==> src/rtl/alu_seq_pkg.sv <==
// rtl/alu_seq_pkg.sv - state encoding and opcode constants for alu_seq_core
package alu_seq_pkg;

    typedef enum logic [2:0] {
        ST_LOAD_A = 3'd0,
        ST_LOAD_B = 3'd1,
        ST_LOAD_M = 3'd2,
        ST_EXEC   = 3'd3,
        ST_DONE   = 3'd4
    } state_t;

    localparam logic [2:0] OP_ADD   = 3'd0;
    localparam logic [2:0] OP_SUB   = 3'd1;
    localparam logic [2:0] OP_AND   = 3'd2;
    localparam logic [2:0] OP_OR    = 3'd3;
    localparam logic [2:0] OP_XOR   = 3'd4;
    localparam logic [2:0] OP_PASSB = 3'd5;
    localparam logic [2:0] OP_SHL   = 3'd6;
    localparam logic [2:0] OP_SHR   = 3'd7;

    localparam int OP_CHAIN_BIT = 3;

endpackage

==> src/rtl/alu_seq_core_alu_w.sv <==
// rtl/alu_seq_core_alu_w.sv - combinational WIDTH-bit ALU slice used by alu_seq_core
module alu_w
    import alu_seq_pkg::*;
#(
    parameter int WIDTH = 8
) (
    input  logic [WIDTH-1:0] a,
    input  logic [WIDTH-1:0] b,
    input  logic [2:0]       op,
    input  logic             cin,
    input  logic             cin_keep,
    output logic [WIDTH-1:0] y,
    output logic             co
);

    logic [WIDTH:0] sum;

    always_comb begin
        sum = '0;
        y   = b;
        co  = cin_keep;
        case (op)
            OP_ADD: begin
                sum = {1'b0, a} + {1'b0, b} + {{WIDTH{1'b0}}, cin};
                y   = sum[WIDTH-1:0];
                co  = sum[WIDTH];
            end
            // Subtract as A + ~B + cin so carry=1 reads as "no borrow".
            OP_SUB: begin
                sum = {1'b0, a} + {1'b0, ~b} + {{WIDTH{1'b0}}, cin};
                y   = sum[WIDTH-1:0];
                co  = sum[WIDTH];
            end
            OP_AND: begin
                y  = a & b;
                co = 1'b0;
            end
            OP_OR: begin
                y  = a | b;
                co = 1'b0;
            end
            OP_XOR: begin
                y  = a ^ b;
                co = 1'b0;
            end
            OP_PASSB: begin
                y  = b;
                co = cin_keep;
            end
            OP_SHL: begin
                y  = {a[WIDTH-2:0], 1'b0};
                co = a[WIDTH-1];
            end
            OP_SHR: begin
                y  = {1'b0, a[WIDTH-1:1]};
                co = a[0];
            end
            default: begin
                y  = b;
                co = cin_keep;
            end
        endcase
    end

endmodule

==> src/rtl/alu_seq_core.sv <==
// rtl/alu_seq_core.sv - beat-serial operand loader, FSM and registered ALU result with persistent carry
module alu_seq_core
    import alu_seq_pkg::*;
#(
    parameter int WIDTH = 8,
    parameter int BUS_W = 4
) (
    input  logic             clk,
    input  logic             reset,
    input  logic             ctl,
    input  logic [BUS_W-1:0] databus,
    output logic [WIDTH-1:0] result,
    output logic             cout,
    output logic             zero,
    output logic             done,
    output logic [2:0]       cur_state
);

    localparam int N  = WIDTH / BUS_W;
    localparam int KW = (N > 1) ? $clog2(N) : 1;
    localparam logic [KW-1:0] K_LAST = KW'(N - 1);

    state_t           state_q;
    logic [KW-1:0]    k_q;
    logic [WIDTH-1:0] a_q;
    logic [WIDTH-1:0] b_q;
    logic [3:0]       op_q;
    logic [WIDTH-1:0] result_q;
    logic             cout_q;
    logic             zero_q;
    logic             done_q;

    logic             cin_d;
    logic [WIDTH-1:0] y_d;
    logic             co_d;

    // Unchained ADD starts with carry 0, unchained SUB with carry 1 (no borrow).
    always_comb begin
        cin_d = (op_q[2:0] == OP_SUB);
        if (op_q[OP_CHAIN_BIT]) begin
            cin_d = cout_q;
        end
    end

    alu_w #(.WIDTH(WIDTH)) u_alu (
        .a        (a_q),
        .b        (b_q),
        .op       (op_q[2:0]),
        .cin      (cin_d),
        .cin_keep (cout_q),
        .y        (y_d),
        .co       (co_d)
    );

    always_ff @(posedge clk) begin
        if (!reset) begin
            state_q  <= ST_LOAD_A;
            k_q      <= '0;
            a_q      <= '0;
            b_q      <= '0;
            op_q     <= '0;
            result_q <= '0;
            cout_q   <= 1'b0;
            zero_q   <= 1'b0;
            done_q   <= 1'b0;
        end else begin
            case (state_q)
                ST_LOAD_A: begin
                    if (ctl) begin
                        a_q[k_q*BUS_W +: BUS_W] <= databus;
                        if (k_q == K_LAST) begin
                            k_q     <= '0;
                            state_q <= ST_LOAD_B;
                        end else begin
                            k_q <= k_q + KW'(1);
                        end
                    end
                end
                ST_LOAD_B: begin
                    if (ctl) begin
                        b_q[k_q*BUS_W +: BUS_W] <= databus;
                        if (k_q == K_LAST) begin
                            k_q     <= '0;
                            state_q <= ST_LOAD_M;
                        end else begin
                            k_q <= k_q + KW'(1);
                        end
                    end
                end
                ST_LOAD_M: begin
                    if (ctl) begin
                        op_q    <= databus[3:0];
                        state_q <= ST_EXEC;
                    end
                end
                ST_EXEC: begin
                    result_q <= y_d;
                    cout_q   <= co_d;
                    zero_q   <= (y_d == '0);
                    done_q   <= 1'b1;
                    state_q  <= ST_DONE;
                end
                ST_DONE: begin
                    // A strobe here is already beat 0 of the next A operand.
                    if (ctl) begin
                        a_q[BUS_W-1:0] <= databus;
                        done_q         <= 1'b0;
                        if (N == 1) begin
                            k_q     <= '0;
                            state_q <= ST_LOAD_B;
                        end else begin
                            k_q     <= KW'(1);
                            state_q <= ST_LOAD_A;
                        end
                    end
                end
                default: begin
                    k_q     <= '0;
                    done_q  <= 1'b0;
                    state_q <= ST_LOAD_A;
                end
            endcase
        end
    end

    assign result    = result_q;
    assign cout      = cout_q;
    assign zero      = zero_q;
    assign done      = done_q;
    assign cur_state = state_q;

endmodule

==> config.mk <==
export PLATFORM = sky130hd
export DESIGN_NAME = alu_seq_core
export DESIGN_NICKNAME = d
export VERILOG_FILES = /design/src/rtl/alu_seq_pkg.sv /design/src/rtl/alu_seq_core_alu_w.sv /design/src/rtl/alu_seq_core.sv
export SDC_FILE = /design/constraint.sdc
export NUM_CORES = 1
export LEC_CHECK = 0
export CAP_MARGIN = 20
export CORE_ASPECT_RATIO = 1.5
export CORE_UTILIZATION = 46
export DETAILED_ROUTE_END_ITERATION = 10
export GPL_TIMING_DRIVEN = 0
export PLACE_DENSITY = 0.65
export SYNTH_ARGS = -nofsm -noshare
export SYNTH_HDL_FRONTEND = slang
export SYNTH_SLANG_ARGS = --single-unit
==> constraint.sdc <==
create_clock -name clk -period 2.9 [get_ports clk]
set_input_delay 0.29 -clock clk [delete_from_list [all_inputs] [get_ports clk]]
set_output_delay 0.29 -clock clk [all_outputs]
set_load 0.01 [all_outputs]
# Word-level counts from Yosys, hierarchy flattened
# Index checks and enable logic that the tools add are counted.
# word_totals
input_bits	7
ff_bits	35
wordCells	80
output_inout_bits	14
# classes
eq_ne	18
muxes	21
add_sub_neg	6
n_reduce_logical	16
n_shift	2
bitwise	7
# op_table
cell	count
$pmux 8 s8	1
$neg 3->34	1
$shift 4x34->8 const A	1
$shiftx 4x34->8	1
$add 8x8->9	2
$add 9x1->9	2
$mux 3	6
$bwmux 8	2
$eq 3x3->1 const B	5
$pmux 3 s5	1
$eq 3x2->1 const B	4
$ne 2x2->1 const B	6
$reduce_and 2->1	5
$and 8x8->8	1
$logic_not 8->1	1
$mux 4	2
$not 8->8	1
$or 8x8->8	1
$pmux 4 s2	1
$xor 8x8->8	1
$eq 3x1->1 const B	2
$logic_not 3->1	2
$pmux 1 s3	2
$reduce_and 3->1	2
other kinds (9)	17

# Logic depth before layout (Yosys ltp)
# depth
ltp_word	5
mapped_depth	15
depth_no_buf	13

# Modules after synthesis
# Synthesis repeated with hierarchy kept, for this count alone.
# unflattened
hier_cells	357
area_unflattened_um2	2942.8
# by_module_without_submodules
mod	area_per_inst_um2	seq_area_each_um2	cells_each	instances
alu_w	1521.5	0.0	203	1
alu_seq_core	1421.4	700.7	154	1

# Least setup slack after synthesis
# No wires, ideal clock.
# synth_timing
path_type	register -> register
startpoint	reg op_q[1]
endpoint	reg zero_q, in the netlist zero
path_stages_with_launch	14
arrival_time_ns	3.003
slack_ns	-0.162
setup_ns	0.059
required_ns	2.841
n_path_buf	2
synth_period_minus_slack_ns	3.062
cell_sequence	dfxtp_1 buf_6 or3b_1 buf_2 o21a_1 fa_1 fa_1 nor3_1 nor3_2 xnor2_1 a221oi_1 a21oi_1 nor4_1 a31o_1
# synth_via
elab_chain_len	5
word_cells_on_any_way	13
cone_classes	add/sub (2); eq/ne (7); mux (2); reduce/logical (2)
# synth_lines
element	line	text
start: declaration	alu_seq_core.sv:27	logic [3:0] op_q;
start signal: assignment	alu_seq_core.sv:92	op_q <= databus[3:0];
$eq 3x1->1	alu_seq_core_alu_w.sv:22, alu_seq_core.sv:39	
$mux 1	alu_seq_core.sv:40	if (op_q[OP_CHAIN_BIT]) begin
$add 9x1->9, on equally long branches	alu_seq_core_alu_w.sv:30, alu_seq_core_alu_w.sv:24	
$pmux 8 s8 (*)	alu_seq_core_alu_w.sv:22	case (op)
$logic_not 8->1 (*)	alu_seq_core.sv:99	zero_q <= (y_d == '0);
end signal: assignment	alu_seq_core.sv:99	
end: declaration	alu_seq_core.sv:30	logic zero_q;
# Mark *: on every way between the ends. The rest lies on a longest branch, timed or not.
# A chain may end at the register's enable or synchronous reset.

# Worst setup path in the final report
# Same ends and word-level chain as after synthesis.

==> flow_summary.ini <==
[status]
status = finished, violations left
violations = negative setup slack

[finish]
post-route-util_pct = 56.1
n_antenna_cell = 0
synthToLayoutAreaGrowth_pct = 17.9
drive_gt1_share_pct = 14.1
final_nets = 416
final_common_cell = dfxtp_1
final_cell_mix = dfxtp_1 (32), nand2_1 (30), nor2b_1 (26), mux2i_1 (26), inv_1 (25)
fin_area_sq_um = 3410

[power_and_ir_drop]
p_leak_uw = 0.00134
powerDensity_nw_per_um2 = 331
total_power_uw = 1130
ir_drop_uv = 331

[clocking]
cts_root_buffer = clkbuf_8
cts.sinks = 35
clock_latency_ps = 290
numCtsBuffers = 5
cts_tree = built
clk_path_buf_depth = 2
hold_buffers = 0
htree_levels = 2
clkTransAtPathRegs_ps = 80

[synth]
synth_nets = 386
synth_ff_type = dfxtp_1
synth_top_area_share_pct = 24.2
ys_types = 62
yosys_warnings = 0
ys_async_sr_fraction_pct = 0
seq_area_frac_synth_pct = 24.2
synth_edf_count = 0
yosysTopAreaCell = dfxtp_1
netlist_area_sq_um = 2900
syn_area_per_cell_sq_um = 8.23
synth_cells = 352
ys_seq_elements = 35
netlist_top_cells_area = dfxtp_1 (24%), ha_1 (9.9%), mux2i_1 (9.0%)

[timing]
slew_headroom_pct = 39.9
hold-worst-slack_ps = 455
setup_viol = 4
hold_viol_final = 0
fmax_mhz = 322
fin_skew_ps = 12.3
timing.final.ws_setup_ps = -203
min_period_ps = 3100
worst_slew_pin_slew_ps = 894
fin_crit_sh_pct = 107
slew_viol_final = 0
rsz0062_at_grt = yes

[global_routing]
antenna_found_initial = 0
grt_max_degree = 12
grt_pass1_wl_mm = 12.8
grt_util_all_layers_pct = 25.6
grt_overflow_total = 0
grt_pass1_vias = 2566

[die]
core_area_sq_um = 6090
io-pin-count = 21
rows = 35
die-width_microns = 66.8
fp.dieArea_sq_um = 6620
die_h_microns = 99.2
initial_core_util_pct = 47.6

[worst_setup_path]
slowest_stage = fa_2
critical-path-max-stage-delay_ps = 430
crit_fanout = 4
cp_num_buf_inv = 0
critPathKind = reg -> reg
worstPathCellList = or3b_4 -> o21a_4 -> fa_2 -> fa_2 -> nor3_4 -> nor3_4 -> xnor2_2 -> a221oi_2 -> a21oi_2 -> nor4_2 -> a31o_1
crit_family = simple AND/OR/NAND/NOR gates
cp-start-kind = flip-flop
arrival_ps = 3340
critPathCaptureType = flip-flop
cp.required_ps = 3140

[drt]
dr.pass1.iters = 5
vias_per_cell = 5.81
drc = 0
wl_mm = 7.82
wire_per_inst_microns = 17.1
vias = 2654
postRouteAntennaNets = 0
drt_iter0_markers = 140

[placed_design]
placed_cell_area_sq_um = 3210
portBuffers = 20
place.gp.congestion = 0.918
dpl.hpwl_mm = 5.97

[run]
maxCapViolations = 0

[hold_path]
hold_path.class = reg -> reg
## sequential cells by signal, summed over array words and instances (netlist names)
name and count:
result 8, zero 1, cur_state 3, done 1, a_q 8, b_q 8, cout 1, op_q 4
k_q 1
## final cells by class
class                      instances  area (sq um)
tap                               74          92.6
clock inverter                     1          7.51
inverter                          26          97.6
timing repair buffer              27           253
buffer                            17          90.1
clock buffer                       7          96.3
sequential                        35           707
multi-input combinational        270          2070
fill                             588          2670
## layer usage
layer / vias to the layer above / part of all wire [%] / global-route usage, %
met5: - / 0 / 0
met3: 21 / 2.9 / 3.21
met4: 0 / 3.8 / 11.0
li1: 1293 / - / -
met1: 1273 / 41 / 31.1
met2: 67 / 52 / 44.2
## where the power goes
group          switching, uW  leakage [uW]  internal [uW]
clock network            182     0.0000505            216
registers               17.0      0.000285            491
logic                    123       0.00101           99.9
total                    322       0.00134            807
## through the flow
step,setup TNS (ps),worst slack (ps),std cells
after floorplan,0,17.7,352
after global placement,-1470,-383,446
after detailed placement,-1490,-391,446
after CTS,-734,-231,457
after global routing,-1270,-347,457
final,-677,-203,457
## Yosys cell counts (all sizes together) (3+ instances only)
library cell	instances
a211oi	5
a21boi	7
a21o	5
a21oi	23
a221o	3
a221oi	6
buf	15
clkbuf	6
dfxtp	35
fa	4
ha	23
inv	26
mux2i	26
nand2	31
nand2b	6
nand3	6
nand3b	5
nor2	20
nor2b	26
nor3	7
o21ai	18
o31ai	3
xnor2	4
## tightest hold or removal path: cells and delay by family, from the launching register on
family           cells  cell delay [ps]
AO/OA/AOI/OAI        1               50
AND/OR/NAND/NOR      1               50
flip-flops           1              310
## path summary, 6_finish.rpt
path / depth (start not counted) / start / slack (ps) / endpoint
worst max-delay path: 11 / op_q[1] / -200 / zero
worst min-delay path: 2 / result[4] / 450 / result[4]
worst max register to register: 11 / op_q[1] / -200 / zero
worst min register to register: 2 / result[4] / 450 / result[4]
## logic make-up after synthesis
family	synth area share, %
AO/OA/AOI/OAI	21.4
XOR/XNOR	1.82
adder cells (fa/ha/maj)	12.7
buffers and inverters	7.61
flip-flops	24.2
multiplexers	10.3
AND/OR/NAND/NOR	22.0
## timing repair
item / 4_1_cts / 5_1_grt
gates cloned: 0 / 0
endpoints found under the setup margin: 6 / 7
buffers inserted: 4 / 3
resized for setup: 13 / 11
pin swaps: 2 / 15
Power figures use the tool's default switching activity.
